`config.mk`:
```
export PLATFORM = sky130hd
export DESIGN_NAME = count_event_logger_flat
export DESIGN_NICKNAME = d
export VERILOG_FILES = /design/src/rtl/count_event_pkg.sv /design/src/rtl/count_event_logger_if.sv /design/src/rtl/count_event_logger_sync_fifo.sv /design/src/rtl/count_event_logger.sv /design/src/flat_wrapper.sv
export SDC_FILE = /design/constraint.sdc
export NUM_CORES = 1
export LEC_CHECK = 0
export ABC_AREA = 1
export CAP_MARGIN = 20
export CORE_MARGIN = 3
export CORE_UTILIZATION = 45
export DETAILED_ROUTE_END_ITERATION = 6
export PLACE_DENSITY_LB_ADDON = 0.05
export SYNTH_ARGS = -nofsm -noshare
export SYNTH_HDL_FRONTEND = slang
export SYNTH_HIERARCHICAL = 1
export SYNTH_SLANG_ARGS = --single-unit
```
`constraint.sdc`:
```
create_clock -name clk -period 2.29 [get_ports clk]
set_input_delay 0.458 -clock clk [delete_from_list [all_inputs] [get_ports clk]]
set_output_delay 0.458 -clock clk [all_outputs]
set_load 0.05 [all_outputs]
```
`src/rtl/count_event_pkg.sv`:
```
// Shared constants for the count event logger: event codes, event width and
// the default reload value of the monitored counter.
package count_event_pkg;

  localparam logic [1:0] EVT_WRAP   = 2'b01;
  localparam logic [1:0] EVT_RELOAD = 2'b10;
  localparam logic [1:0] EVT_JUMP   = 2'b11;

  localparam int DEF_RELOAD_VAL = 10;

  function automatic int evt_width(input int ts_w);
    return 2 + ts_w;
  endfunction

endpackage

```
`src/rtl/count_event_logger_if.sv`:
```
// Valid/ready event stream from the logger to a consumer; each beat carries
// {code, timestamp}.
interface count_event_logger_if
  import count_event_pkg::*;
#(
  parameter int TS_W = 8
) ();

  logic                       evt_valid;
  logic                       evt_ready;
  logic [evt_width(TS_W)-1:0] evt_data;

  modport master (output evt_valid, output evt_data, input evt_ready);
  modport slave  (input evt_valid, input evt_data, output evt_ready);

endinterface

```
`src/rtl/count_event_logger_sync_fifo.sv`:
```
// Reusable single-clock FIFO. A push into a full FIFO is taken only when a
// pop happens in the same cycle; a pop on an empty FIFO is ignored.
module sync_fifo #(
  parameter int WIDTH = 10,
  parameter int DEPTH = 4
) (
  input  logic             clk,
  input  logic             rst,
  input  logic             push,
  input  logic             pop,
  input  logic [WIDTH-1:0] wdata,
  output logic [WIDTH-1:0] rdata,
  output logic             full,
  output logic             empty
);

  localparam int AW = (DEPTH > 1) ? $clog2(DEPTH) : 1;

  logic [WIDTH-1:0] mem_r [DEPTH];
  logic [AW-1:0]    wr_ptr_r;
  logic [AW-1:0]    rd_ptr_r;
  logic [AW:0]      count_r;
  logic             do_push_s;
  logic             do_pop_s;

  assign full      = (count_r == (AW+1)'(DEPTH));
  assign empty     = (count_r == '0);
  assign do_pop_s  = pop && !empty;
  assign do_push_s = push && (!full || do_pop_s);
  assign rdata     = mem_r[rd_ptr_r];

  // Storage, pointers and occupancy; pointers wrap naturally at DEPTH.
  always_ff @(posedge clk or posedge rst) begin
    if (rst) begin
      for (int i = 0; i < DEPTH; i++) begin
        mem_r[i] <= '0;
      end
      wr_ptr_r <= '0;
      rd_ptr_r <= '0;
      count_r  <= '0;
    end else begin
      if (do_push_s) begin
        mem_r[wr_ptr_r] <= wdata;
        wr_ptr_r        <= wr_ptr_r + AW'(1);
      end
      if (do_pop_s) begin
        rd_ptr_r <= rd_ptr_r + AW'(1);
      end
      case ({do_push_s, do_pop_s})
        2'b10:   count_r <= count_r + (AW+1)'(1);
        2'b01:   count_r <= count_r - (AW+1)'(1);
        default: count_r <= count_r;
      endcase
    end
  end

endmodule

```
`src/rtl/count_event_logger.sv`:
```
// Monitors a free-running reload counter, classifies each step and queues
// timestamped wrap/reload/jump events for a valid/ready consumer.
module count_event_logger
  import count_event_pkg::*;
#(
  parameter int CNT_W      = 4,
  parameter int RELOAD_VAL = DEF_RELOAD_VAL,
  parameter int TS_W       = 8,
  parameter int DEPTH      = 4
) (
  input  logic                         clk,
  input  logic                         rst,
  input  logic [CNT_W-1:0]             cnt_in,
  count_event_logger_if.master         evt,
  output logic                         overflow
);

  localparam int EW = evt_width(TS_W);

  logic [CNT_W-1:0] prev_r;
  logic             primed_r;
  logic [TS_W-1:0]  ts_r;
  logic             overflow_r;

  logic [CNT_W-1:0] exp_s;
  logic             evt_s;
  logic [1:0]       code_s;
  logic             full_s;
  logic             empty_s;
  logic             drop_s;
  logic [EW-1:0]    rdata_s;

  assign exp_s = prev_r + CNT_W'(1);

  // Step classifier; priority is hold, increment/wrap, reload, jump.
  always_comb begin
    evt_s  = 1'b0;
    code_s = 2'b00;
    if (!primed_r || (cnt_in == prev_r)) begin
      evt_s  = 1'b0;
    end else if (cnt_in == exp_s) begin
      if (prev_r == {CNT_W{1'b1}}) begin
        evt_s  = 1'b1;
        code_s = EVT_WRAP;
      end else begin
        evt_s  = 1'b0;
      end
    end else if (cnt_in == CNT_W'(RELOAD_VAL)) begin
      evt_s  = 1'b1;
      code_s = EVT_RELOAD;
    end else begin
      evt_s  = 1'b1;
      code_s = EVT_JUMP;
    end
  end

  // A full FIFO only frees a slot this cycle if the consumer takes the head.
  assign drop_s = evt_s && full_s && !evt.evt_ready;

  sync_fifo #(
    .WIDTH (EW),
    .DEPTH (DEPTH)
  ) u_fifo (
    .clk   (clk),
    .rst   (rst),
    .push  (evt_s),
    .pop   (evt.evt_ready),
    .wdata ({code_s, ts_r}),
    .rdata (rdata_s),
    .full  (full_s),
    .empty (empty_s)
  );

  // Sample history, free-running timestamp and sticky drop flag.
  always_ff @(posedge clk or posedge rst) begin
    if (rst) begin
      prev_r     <= '0;
      primed_r   <= 1'b0;
      ts_r       <= '0;
      overflow_r <= 1'b0;
    end else begin
      prev_r     <= cnt_in;
      primed_r   <= 1'b1;
      ts_r       <= ts_r + TS_W'(1);
      overflow_r <= overflow_r | drop_s;
    end
  end

  assign evt.evt_valid = !empty_s;
  assign evt.evt_data  = rdata_s;
  assign overflow      = overflow_r;

endmodule

```
`src/flat_wrapper.sv`:
```
// flat-port wrapper written by rule: the top's interface ports become plain ports
module count_event_logger_flat import count_event_pkg::*;
#(
  parameter int CNT_W      = 4,
  parameter int RELOAD_VAL = DEF_RELOAD_VAL,
  parameter int TS_W       = 8,
  parameter int DEPTH      = 4
)
  (clk, rst, cnt_in, overflow, evt_evt_valid, evt_evt_data, evt_evt_ready);
  count_event_logger_if #(.TS_W(TS_W)) evt_i ();
  input  logic clk;
  input  logic rst;
  input  logic [CNT_W-1:0] cnt_in;
  output logic overflow;
  output wire logic [$bits(evt_i.evt_valid)-1:0] evt_evt_valid;
  output wire logic [$bits(evt_i.evt_data)-1:0] evt_evt_data;
  input wire logic [$bits(evt_i.evt_ready)-1:0] evt_evt_ready;
  assign evt_evt_valid = evt_i.evt_valid;
  assign evt_evt_data = evt_i.evt_data;
  assign evt_i.evt_ready = evt_evt_ready;
  count_event_logger #(.CNT_W(CNT_W), .RELOAD_VAL(RELOAD_VAL), .TS_W(TS_W), .DEPTH(DEPTH)) u_core (.clk(clk), .rst(rst), .cnt_in(cnt_in), .evt(evt_i), .overflow(overflow));
endmodule
```
# After elaboration in Yosys (flattened, before gate mapping)
# Cells that the tools add are included.
[op_classes] n_div=0 shifts=0 order_cmp=3 addsub=6 n_eq_ne=7 n_mux=14 n_mul=0 bitwise_logic=3 reduce_logical=13
[ops] op="40-bit bitwise mux" n=1
[ops] op="10-bit two-way mux" n=3
[ops] op="10-bit binary-select mux with 2-bit select" n=1
[ops] op="10-bit demux with 2-bit select" n=1
[ops] op="8-bit by 1-bit adder with 8-bit output (second input constant)" n=1
[ops] op="4-bit == test" n=2
[ops] op="4-bit == test (second input constant)" n=2
[ops] op="3-bit greater-or-equal comparator (second input constant)" n=2
[ops] op="2-bit inverter with 3-bit output" n=2
[ops] op="3-bit one-hot mux with 2 select lines" n=1
[ops] op="1-bit logical AND" n=5
[ops] op="1-bit two-way mux" n=5
[ops] op="2-bit by 1-bit adder with 2-bit output (second input constant)" n=2
[ops] op="4-bit by 1-bit adder with 4-bit output (second input constant)" n=1
[ops] op="1-bit logical NOT" n=4
[ops] op="2-bit two-way mux" n=2
[ops] op="3-bit by 1-bit adder with 3-bit output (second input constant)" n=1
[ops] op="3-bit == test (second input constant)" n=1
[ops] op="3-bit logical NOT" n=1
[ops] op="3-bit by 1-bit less-than comparator with 1-bit output (second input constant)" n=1
[ops] op="3-bit by 1-bit subtractor with 3-bit output (second input constant)" n=1
[ops] op="2-bit by 1-bit == test with 1-bit output (second input constant)" n=1
[ops] op="2-bit == test (second input constant)" n=1
[ops] op="1-bit logical OR" n=2
[ops] op="2 further kinds" n=2
[word_totals] memories=0 output_inout_bits=12 latchBits=0 romBits=0 ram_bits=0 ff_bits=61

# Longest topological paths before layout
# Gate-level depths: netlist of the first run.
[logic_depth] word_depth=7 mapped_depth=17

# Modules after synthesis
# Netlist of the first run, hierarchy kept.
[modules_own_cells] mod="sync_fifo" n_inst=1 cells_per_inst=282 area_each_um2=2408.6
[modules_own_cells] mod="count_event_logger" n_inst=1 cells_per_inst=89 area_each_um2=753.2

# Worst setup path before layout of the first run
# Ideal clock, no wire load.
[synth_path] path_kind="register to register" start="register u_core.prev_r[0]" end="register u_core.u_fifo.count_r[2]" required_time_ns=2.167 n_path_buf=1 synth_period_minus_slack_ns=2.450 path_slack_ns=-0.160 path_stages_with_launch=16 setup_ns=0.123 arrival_time_ns=2.327 path_cell_list="dfrtp_1 > ha_1 > nand2_1 > nand2_1 > nor2_4 > nand4_1 > nand2_1 > inv_1 > buf_4 > nand2_1 > ha_1 > inv_1 > fa_1 > nand2_1 > nand3b_1 > xor2_1"
[synth_via] elab_chain_len=7 word_cells_on_any_way=13
[synth_rtl] item="start: declaration" line="count_event_logger.sv:20" source="logic [CNT_W-1:0] prev_r;"
[synth_rtl] item="start signal: assignment" line="count_event_logger.sv:82" source="prev_r <= cnt_in;"
[synth_rtl] item="4-bit by 1-bit adder with 4-bit output or 4-bit == test (tied branches)" line="count_event_logger.sv:33, count_event_logger.sv:42"
[synth_rtl] item="4-bit == test or 1-bit two-way mux (tied branches)" line="count_event_logger.sv:41, count_event_logger.sv:42"
[synth_rtl] item="1-bit two-way mux" line="count_event_logger.sv:41" source="end else if (cnt_in == exp_s) begin"
[synth_rtl] item="1-bit two-way mux (*)" line="count_event_logger.sv:39" source="if (!primed_r || (cnt_in == prev_r)) begin"
[synth_rtl] item="named net u_core.evt_s" line="count_event_logger.sv:26" source="logic evt_s;"
[synth_rtl] item="1-bit logical AND (*)" line="count_event_logger_sync_fifo.sv:29" source="assign do_push_s = push && (!full || do_pop_s);"
[synth_rtl] item="2-bit by 1-bit == test with 1-bit output or 2-bit == test (tied branches)" line="count_event_logger_sync_fifo.sv:49" source="case ({do_push_s, do_pop_s})"
[synth_rtl] item="3-bit one-hot mux with 2 select lines or 2-bit nonzero test (tied branches)"
[synth_rtl] item="end signal: assignment" line="count_event_logger_sync_fifo.sv:50" source="2'b10: count_r <= count_r + (AW+1)'(1);"
[synth_rtl] item="end signal: assignment" line="count_event_logger_sync_fifo.sv:51" source="2'b01: count_r <= count_r - (AW+1)'(1);"
[synth_rtl] item="end signal: assignment" line="count_event_logger_sync_fifo.sv:52" source="default: count_r <= count_r;"
[synth_rtl] item="end: declaration" line="count_event_logger_sync_fifo.sv:22" source="logic [AW:0] count_r;"
# Mark *: on every way through the listed nets, which the timed path passes. The rest lies on a longest branch.
# A chain may end at the register's enable or synchronous reset.

# Worst setup path in the final report of the first run
# Same ends and word-level chain as after synthesis.

==> results of run 1 <==
==> metal layers <==
metal	vias to the layer above	track usage, %	share of wire (%)
li1	1329	-	-
met1	1301	26.7	45
met2	54	35.5	49
met3	13	3.84	3.4
met4	0	9.83	1.7
met5	-	0	0
==> state kept, by name (all words and copies together) (netlist names) <==
name	cells
u_core/u_fifo/mem_r	40
u_core/ts_r	8
u_core/prev_r	4
u_core/u_fifo/count_r	3
u_core/u_fifo/rd_ptr_r	2
u_core/u_fifo/wr_ptr_r	2
u_core/overflow	1
u_core/primed_r	1
==> worst max-delay path by stage <==
stage                                           endpoint  depth (start not counted)
finish              u_core/u_fifo/count_r[2]$_DFFE_PP0P_                         15
global route        u_core/u_fifo/count_r[2]$_DFFE_PP0P_                         16
CTS                 u_core/u_fifo/count_r[2]$_DFFE_PP0P_                         15
detailed placement  u_core/u_fifo/count_r[2]$_DFFE_PP0P_                         15
global placement    u_core/u_fifo/count_r[2]$_DFFE_PP0P_                         15
floorplan           u_core/u_fifo/count_r[2]$_DFFE_PP0P_                         16
==> report_power, final <==
group | internal [mW] | switching, mW
clock network | 0.608 | 0.420
registers | 1.41 | 0.237
logic | 1.22 | 1.77
total | 3.24 | 2.43
==> cells in the final DEF (no fill, tap or decap), types with 2 or more instances in the layout <==
master,Yosys,final
nand3_1,8,7
clkbuf_8,0,9
buf_4,1,37
nand3_2,5,6
nor2_4,1,2
xor2_1,7,7
nand4_1,41,41
nand2_2,4,8
dlygate4sd2_1,0,2
ha_1,7,5
buf_12,0,11
dfrtp_1,61,61
clkdlybuf4s50_1,0,4
nand3_4,4,4
bufinv_16,0,2
clkinv_2,0,3
clkbuf_1,4,2
inv_1,30,24
inv_2,2,7
dlymetal6s2s_1,0,2
o21ai_1,10,11
xnor2_1,4,4
o21ai_0,12,11
nand2_1,112,107
nor2_2,3,2
ha_4,0,2
o22ai_1,10,10
nor2_1,23,23
==> timing repair <==
| action | CTS | global route |
|---|---|---|
| pin swaps | 2 | 10 |
| resized for setup | 4 | 13 |
| setup endpoints to repair | 1 | 50 |
| setup buffers | 11 | 3 |
==> kinds of logic (layout without fill, tap and decap cells) <==
logic type / count (synthesis) / in the layout / synth area share, %
simple gates: 206 / 206 / 32.1
fa+ha+maj: 8 / 8 / 3.40
xor+xnor: 11 / 11 / 3.05
compound gates: 32 / 32 / 5.46
flops: 61 / 61 / 48.3
buf+inv: 52 / 105 / 7.64
other cells: 1 / 1 / 0.119
==> cell type report <==
class,count,area share (%)
sequential,61,38.1
clock inverter,5,1.87
multi-input combinational,258,36.2
tap,93,2.91
clock buffer,11,3.28
inverter,33,3.16
timing repair buffer,56,14.5
==> worst max-delay path: stages (launching register included) <==
cell,delay [ns]
dfrtp_1,0.41
ha_4,0.28
inv_2,0.03
nand2_2,0.05
nand2_2,0.07
nor2_4,0.10
nand4_1,0.13
nand2_2,0.12
inv_2,0.05
nand2_4,0.06
ha_4,0.13
inv_2,0.04
fa_2,0.34
nand2_1,0.07
nand3b_1,0.09
xor2_1,0.18
==> per-stage QoR <==
stage                     instances  setup TNS [ns]
after floorplan                 371        -0.00904
after global placement          488           -9.69
after detailed placement        488          -12.37
after CTS                       515               0
after global routing            517          -0.191
final                           517               0
==> flow_metrics.py, run 1 <==
metrics = {
    "run_status": {
        "status": "completed",
    },
    "timing": {
        "rsz0062_at_grt": "true",
        "finalMaxSlewViolations": 0,
        "finalCritPeriodShare_pct": 98.8,
        "final-hold-violation-count": 0,
        "slew_headroom_pct": 59.9,
        "setup_violations": 0,
        "hold_ws_ns": 0.435,
        "fin_worst_skew_ns": 0.00960,
        "fmax_mhz": 442,
        "worst_pin_slew_ns": 0.602,
        "period_needed_ns": 2.26,
        "worst_slack_ns": 0.0269,
    },
    "synthesis": {
        "synth_cells": 371,
        "synth_area_leaders": "dfrtp_1 (48%), nand2_1 (13%), nand4_1 (8.1%)",
        "synth_nets": 386,
        "syn_avg_cell_area_sq_um": 8.52,
        "ys.flop_type": "dfrtp_1",
        "async_reset_ff_share_pct": 100,
        "synth-edff-count": 0,
        "yosys-top-cells-count": "nand2_1 (112), dfrtp_1 (61), nand4_1 (41), inv_1 (30), nor2_1 (23)",
        "netlist_area_sq_um": 3160,
        "synth_most_common_cell": "nand2_1",
        "ys_seq_area_share_pct": 48.3,
        "synth_cell_type_count": 30,
        "synth_top_area_share_pct": 48.3,
        "synth_warnings": 6,
        "synth_top_area_cell": "dfrtp_1",
        "ys_seq_elements": 61,
    },
    "worst_hold_path": {
        "min_path_type": "in2reg",
        "hold_end": "u_core/prev_r[3]$_DFF_PP0_",
        "min_from": "cnt_in[3]",
        "hold_depth": 1,
    },
    "critical_path": {
        "ff2ff_path_depth": 15,
        "crit_start": "u_core/prev_r[0]$_DFF_PP0_",
        "path_max_fanout": 2,
        "rr_endpoint": "u_core/u_fifo/count_r[2]$_DFFE_PP0P_",
        "r2r_start": "u_core/prev_r[0]$_DFF_PP0_",
        "critical_path_arrival_ns": 2.48,
        "start_kind": "flop",
        "cp-end-kind": "flop",
        "criticalPathCategory": "reg2reg",
        "crit_required_ns": 2.50,
        "r2r_setup_slack_ns": 0.03,
    },
    "drt": {
        "first_pass_iters": 4,
        "dr_total_vias": 2697,
        "postRouteAntennaNets": 0,
        "route.detailed.drc": 0,
        "wirelength_microns": 7900,
        "avgRoutedWirePerCell_microns": 15.3,
        "drtIter0Drc": 213,
        "viasPerCell": 5.22,
    },
    "die": {
        "num_io_pins": 19,
        "rows": 29,
        "die_h_microns": 89.8,
        "dieArea_sq_um": 8070,
        "die_w_microns": 89.8,
        "core_sq_um": 6570,
        "initial_utilization_pct": 48.1,
    },
    "clock_tree": {
        "clk_latency_ns": 0.34,
        "cts-root-buf": "clkbuf_8",
        "hold_buffers": 0,
        "cts_buffer_depth": 2,
        "htree_levels": 3,
        "cts_tree": "built",
        "cts_buffers": 9,
        "path_clk_slew_ns": 0.07,
        "cts_sinks": 61,
    },
    "pwr": {
        "ir_drop_uv": 990,
        "p_leak_nw": 2.03,
        "p_total_mw": 5.67,
        "powerDensity_nw_per_um2": 1420,
    },
    "layout": {
        "final_area_sq_um": 4010,
        "multiInputGateArea_sq_um": 1450,
        "antenna_cells": 0,
        "final_util_pct": 61.0,
        "syn_to_final_growth_pct": 26.7,
        "n_fill_cell": 591,
        "fin_nets": 434,
        "drive_gt1_share_pct": 22.9,
        "final-seq-area_sq_um": 1530,
    },
    "global_route": {
        "track_usage_pct": 21.2,
        "overflow": 0,
        "antenna_found_initial": 0,
        "grt_pass1_vias": 2753,
        "grt_pass1_wl_microns": 13500,
        "grt_max_degree": 48,
    },
    "place": {
        "placed_cell_area_sq_um": 3670,
        "pre_cts_slack_ns": -0.391,
        "portBuffers": 18,
        "routabilityCongestion": 0.828,
        "dp_hpwl_microns": 5140,
    },
    "flow_run": {
        "max_cap_violations": 0,
    },
}
Note: power is estimated with default switching activity, not from simulation.
==> run 2: changes to the inputs <==
--- a/config.mk
+++ b/config.mk
@@ -6,6 +6,7 @@
 export NUM_CORES = 1
 export LEC_CHECK = 0
 export ABC_AREA = 1
+export ABC_CLOCK_PERIOD_IN_PS = 2290
 export CAP_MARGIN = 20
 export CORE_MARGIN = 3
 export CORE_UTILIZATION = 45
==> results of run 2 <==
Final layout, timing and power as in run 1 (identical DEF).
==> RTL edit 1 (config.mk and constraints of run 1) <==
Make the reset (`rst`) synchronous in 2 clocked blocks.
--- a/src/rtl/count_event_logger_sync_fifo.sv
+++ b/src/rtl/count_event_logger_sync_fifo.sv
@@ -30,7 +30,7 @@
   assign rdata     = mem_r[rd_ptr_r];
 
   // Storage, pointers and occupancy; pointers wrap naturally at DEPTH.
-  always_ff @(posedge clk or posedge rst) begin
+  always_ff @(posedge clk) begin
     if (rst) begin
       for (int i = 0; i < DEPTH; i++) begin
         mem_r[i] <= '0;
--- a/src/rtl/count_event_logger.sv
+++ b/src/rtl/count_event_logger.sv
@@ -72,7 +72,7 @@
   );
 
   // Sample history, free-running timestamp and sticky drop flag.
-  always_ff @(posedge clk or posedge rst) begin
+  always_ff @(posedge clk) begin
     if (rst) begin
       prev_r     <= '0;
       primed_r   <= 1'b0;
Behaviour: differs if rst is asserted again (counterexample within 4 cycles, from zero or initial values and one cycle with rst high); with rst held inactive, the same outputs for 10 cycles.
==> RTL edit 1 against run 1 <==
- wire length decreased by 21%
- sequential cell count up 2
- synthesized cell count fell by 12%
- count of clock-buffer cells in the layout is 3 higher
- design area down 8.2%
- maximum frequency increased by 6.3%
- worst hold slack gained 18 ps
- synthesized area fell by 4.9%
- cell count down 12%
- setup slack improved by 130 ps
- critical endpoint is now u_core/u_fifo/count_r[2]$_SDFFE_PP0P_
- largest cell class unchanged
Power is not compared: it rests on default switching activity, and its combinational part moved more than twofold at a synthesized area within 25%.
==> RTL edit 1: results (changes against run 1) <==
Routing usage on met3: 2.82% (was 3.84%)
Net count after synthesis: 337 (was 386)
Run status: completed (unchanged)
Synth area leaders: edfxtp_1 40%, dfxtp_1 15%, inv_1 6.9% (was dfrtp_1 48%, nand2_1 13%, nand4_1 8.1%)
Inverters: 56 (was 33)
Area occupied by multi-input gates: 1130 um2 (was 1450 um2)
# clk buffers: 14 (was 11)
Commonest cells post-synth: 55 x inv_1, 40 x edfxtp_1, 39 x nor2_1, 38 x nand2_1, 32 x o21ai_0 (was 112 x nand2_1, 61 x dfrtp_1, 41 x nand4_1, 30 x inv_1, 23 x nor2_1)
Total number of vias: 2,243 (was 2,697)
DR WL/cell: 13.7 um (was 15.3 um)
Register area: 1660 um2 (was 1530 um2)
Layout cells sized above 1: 27.1% (was 22.9%)
First-pass GRT wire length: 9.52 mm (was 13.5 mm)
Area share of the largest cell type after synthesis: 40.0% (was 48.3%)
Multi-In Gates: 196 (was 258)
EDFF count, synth: 40 (was 0)
Critical path depth: 16 (was 15)
Final wirelength: 6.22 mm (was 7.90 mm)
Wire length on met2: 2.85 mm (was 3.90 mm)
Final core occ: 57.2% (was 61.0%)
Post-layout net count: 382 (was 434)
1st-iter DRT viols: 110 (was 213)
NonClk Buf Share: 10.2% (was 14.5%)
Clk_skew: 7.74 ps (was 9.60 ps)
Yosys reg bits: 63 (was 61)
Placed Area: 3400 um2 (was 3670 um2)
Slowest CP cell: fa_2 (was dfrtp_1)
DP HPWL: 4.32 mm (was 5.14 mm)
RTL edit 1: changes by cell type after synthesis, sizes merged, moves of 11 or more:
| cell | change |
|---|---|
| dfrtp | -61 |
| edfxtp | +40 |
| inv | +24 |
| buf | -11 |
| nand2 | -68 |
| dfxtp | +23 |
| a21oi | +11 |
| nor2 | +32 |
| nand4 | -38 |
RTL edit 1: cell families after synthesis:
family	count (synthesis)	share of synthesized area, %
xor+xnor	2	0.583
buf+inv	67	9.11
fa+ha+maj	4	1.91
flops	63	55.3
simple gates	137	23.9
compound gates	53	9.24
RTL edit 1: per-stage QoR:
stage          setup slack (ps)  power [mW]
6_report                    161        3.51
5_1_grt                   -33.7        3.70
4_1_cts                    16.1        3.50
3_5_place_dp               -449        2.54
3_3_place_gp               -393        2.53
2_1_floorplan             -2.83        2.18
RTL edit 1: worst paths after layout:
| path | from | endpoint | slack [ps] |
|---|---|---|---|
| setup reg to reg | u_core/prev_r[0]$_SDFF_PP0_ | u_core/u_fifo/count_r[2]$_SDFFE_PP0P_ | 160 |
| setup / recovery | u_core/prev_r[0]$_SDFF_PP0_ | u_core/u_fifo/count_r[2]$_SDFFE_PP0P_ | 160 |
| hold / removal | u_core/overflow$_SDFF_PP0_ | u_core/overflow$_SDFF_PP0_ | 450 |
| hold reg to reg | u_core/overflow$_SDFF_PP0_ | u_core/overflow$_SDFF_PP0_ | 450 |
RTL edit 1: power by group through the flow:
stage | clock, mW | combinational [mW] | sequential, mW
after floorplan | 0 | 0.794 | 1.38
after global placement | 0 | 1.13 | 1.40
after detailed placement | 0 | 1.14 | 1.41
after CTS | 0.950 | 1.17 | 1.38
after global routing | 1.00 | 1.30 | 1.40
final | 0.928 | 1.20 | 1.38
==> RTL edit 2 (settings of run 1) <==
Made on the original files. `TS_W` is set to 8 in 3 places; all go to 7.
--- a/src/rtl/count_event_logger_if.sv
+++ b/src/rtl/count_event_logger_if.sv
@@ -3,7 +3,7 @@
 interface count_event_logger_if
   import count_event_pkg::*;
 #(
-  parameter int TS_W = 8
+  parameter int TS_W = 7
 ) ();
 
   logic                       evt_valid;
--- a/src/rtl/count_event_logger.sv
+++ b/src/rtl/count_event_logger.sv
@@ -5,7 +5,7 @@
 #(
   parameter int CNT_W      = 4,
   parameter int RELOAD_VAL = DEF_RELOAD_VAL,
-  parameter int TS_W       = 8,
+  parameter int TS_W       = 7,
   parameter int DEPTH      = 4
 ) (
   input  logic                         clk,
--- a/src/flat_wrapper.sv
+++ b/src/flat_wrapper.sv
@@ -3,7 +3,7 @@
 #(
   parameter int CNT_W      = 4,
   parameter int RELOAD_VAL = DEF_RELOAD_VAL,
-  parameter int TS_W       = 8,
+  parameter int TS_W       = 7,
   parameter int DEPTH      = 4
 )
   (clk, rst, cnt_in, overflow, evt_evt_valid, evt_evt_data, evt_evt_ready);
Ports: changed (resized evt_evt_data); port bits go from 19 to 18. The function was not compared with the original's and may differ.
==> RTL edit 2 against run 1 <==
- wire length decreased by 17%
- sequential cell count fell by 5
- synthesized area is 8.9% lower
- combinational power decreased by 8.4%
- first-iteration DRC count fell by 30%
- worst hold slack worse by 130 ps
- maximum frequency is 2.7% higher
- non-clock buffer count fell by 16
- design area fell by 13%
- via count down 13%
- critical path depth stayed put
- total power fell by 14%
- setup slack gained 60 ps
==> RTL edit 2: results (changes against run 1) <==
Hold_buf cts: 0 (unchanged)
1st-iter DRT viols: 149 (was 213)
Final wirelength: 6.56 mm (was 7.90 mm)
RePlAce Congestion: 0.793 (was 0.828)
Placed Area: 3320 um2 (was 3670 um2)
Top flop regs: u_core/u_fifo/mem_r x36, u_core/ts_r x7, u_core/prev_r x4 (was u_core/u_fifo/mem_r x40, u_core/ts_r x8, u_core/prev_r x4)
LEAKAGE: 1.78 nW (was 2.03 nW)
Root Driver: clkbuf_8 (unchanged)
WP data arrival: 2410 ps (was 2480 ps)
Reg-to-reg slack, setup: 90 ps (was 30 ps)
Total number of vias: 2,352 (was 2,697)
PortBufs: 17 (was 18)
Int Pwr: 2.69 mW (was 3.24 mW)
Clock latency on the worst-skew pair: 320 ps (was 340 ps)
Slowest CP cell: dfrtp_1 (unchanged)
Layout cells sized above 1: 18.7% (was 22.9%)
Layout fillers: 557 (was 591)
Synth Area in XOR/XNOR: 3.04% (was 3.05%)
Clk_skew: 8.96 ps (was 9.60 ps)
Synth cell types: 29 (was 30)
Comb. pwr: 2.74 mW (was 2.99 mW)
DP HPWL: 4.36 mm (was 5.14 mm)
Mux cell area share after synthesis: 0% (unchanged)
Commonest cells post-synth: 100 x nand2_1, 56 x dfrtp_1, 37 x nand4_1, 32 x inv_1, 21 x nor2_1 (was 112 x nand2_1, 61 x dfrtp_1, 41 x nand4_1, 30 x inv_1, 23 x nor2_1)
Synth area leaders: dfrtp_1 49%, nand2_1 13%, nand4_1 8.0% (was dfrtp_1 48%, nand2_1 13%, nand4_1 8.1%)
Compound-gate portion of the synthesized area: 5.43% (was 5.46%)
First-pass GRT wire length: 11.4 mm (was 13.5 mm)
Vias in the first global route: 2,342 (was 2,753)
# H-tree levels: 2 (was 3)
Post-layout net count: 388 (was 434)
Slew at the pin closest to its max-slew limit: 569 ps (was 602 ps)
Total Routing Usage GR: 19.7% (was 21.2%)
Run status: completed (unchanged)
Net count after synthesis: 358 (was 386)
Max IR drop VDD: 1.32 mV (was 0.990 mV)
CTS Buf Count: 5 (was 9)
Synth Area in Adders: 3.74% (was 3.40%)
Largest net degree at the start of global routing: 44 (was 48)
CTS max path bufs: 2 (unchanged)
Seq pwr: 1.56 mW (was 1.65 mW)
Clock-pin slew on the worst setup and hold paths: 100 ps (was 70 ps)
RTL edit 2: changes by cell type after synthesis, moves of 2 or more:
cell,run 1,this run
nand2_1,112,100
o21ai_1,10,0
o21ai_0,12,20
buf_1,0,6
dfrtp_1,61,56
nand4_1,41,37
buf_6,4,1
clkbuf_1,4,1
buf_2,10,8
inv_1,30,32
nand3_1,8,10
nand3_4,4,2
nor2_1,23,21
RTL edit 2: worst reg2reg max path: cells and delay by family, from the launching register on:
kind / cells / cell delay [ps]
and+or+nand+nor: 8 / 630
DFF: 1 / 420
buffers and inverters: 3 / 120
adders and majority gates: 3 / 770
xor gates and xnor gates: 1 / 150
RTL edit 2: layout make-up:
class                      count  area [um2]  share of cell area, %
sequential                    56        1400                   40.0
multi-input combinational    236        1330                   38.0
timing repair buffer          40         445                   12.7
inverter                      34         134                   3.82
tap                           75        93.8                   2.68
clock buffer                   6        82.6                   2.36
clock inverter                 2        15.0                  0.429
RTL edit 2: final timing paths:
| check | endpoint | depth (start not counted) | start |
|---|---|---|---|
| max | u_core/u_fifo/count_r[2]$_DFFE_PP0P_ | 15 | u_core/prev_r[1]$_DFF_PP0_ |
| min | u_core/prev_r[3]$_DFF_PP0_ | 1 | cnt_in[3] |
| max reg2reg | u_core/u_fifo/count_r[2]$_DFFE_PP0P_ | 15 | u_core/prev_r[1]$_DFF_PP0_ |
| min reg2reg | u_core/u_fifo/mem_r[20]$_DFFE_PP0P_ | 2 | u_core/u_fifo/mem_r[20]$_DFFE_PP0P_ |
| max in group asynchronous | u_core/u_fifo/wr_ptr_r[1]$_DFFE_PP0P_ | 3 | rst |
| min in group asynchronous | u_core/ts_r[3]$_DFF_PP0_ | 2 | rst |
RTL edit 2: per-layer routing:
layer / vias to the layer above / track usage, % / wire length [um]
met4: 0 / 5.04 / 59
li1: 1183 / - / -
met3: 6 / 4.42 / 232
met1: 1125 / 26.2 / 2960
met2: 38 / 32.5 / 3310
met5: - / 0 / 0
RTL edit 2: stage by stage:
step                worst slack, ps  power, mW  util, %  hold WS (ps)  std cells
floorplan                     -69.2       3.18        -           335        343
global placement               -320       4.24     54.8           449        438
detailed placement             -345       4.28     54.8           454        438
CTS                           0.575       4.87     56.5           476        447
global route                  -58.6       5.25     57.8           322        449
finish                         87.1       4.88     57.8           304        449
RTL edit 2: kinds of logic (layout without fill, tap and decap cells):
| logic type | Yosys count | count (layout) |
|---|---|---|
| DFF | 56 | 56 |
| and+or+nand+nor | 188 | 188 |
| other | 1 | 1 |
| AOI/OAI and AO/OA | 29 | 29 |
| xor gates and xnor gates | 10 | 10 |
| buffers and inverters | 51 | 82 |
| adders and majority gates | 8 | 8 |
RTL edit 2: repair_timing:
item,CTS,global route
resized for setup,1,18
setup buffers,1,2
pin swaps,0,5
endpoints found under the setup margin,1,42
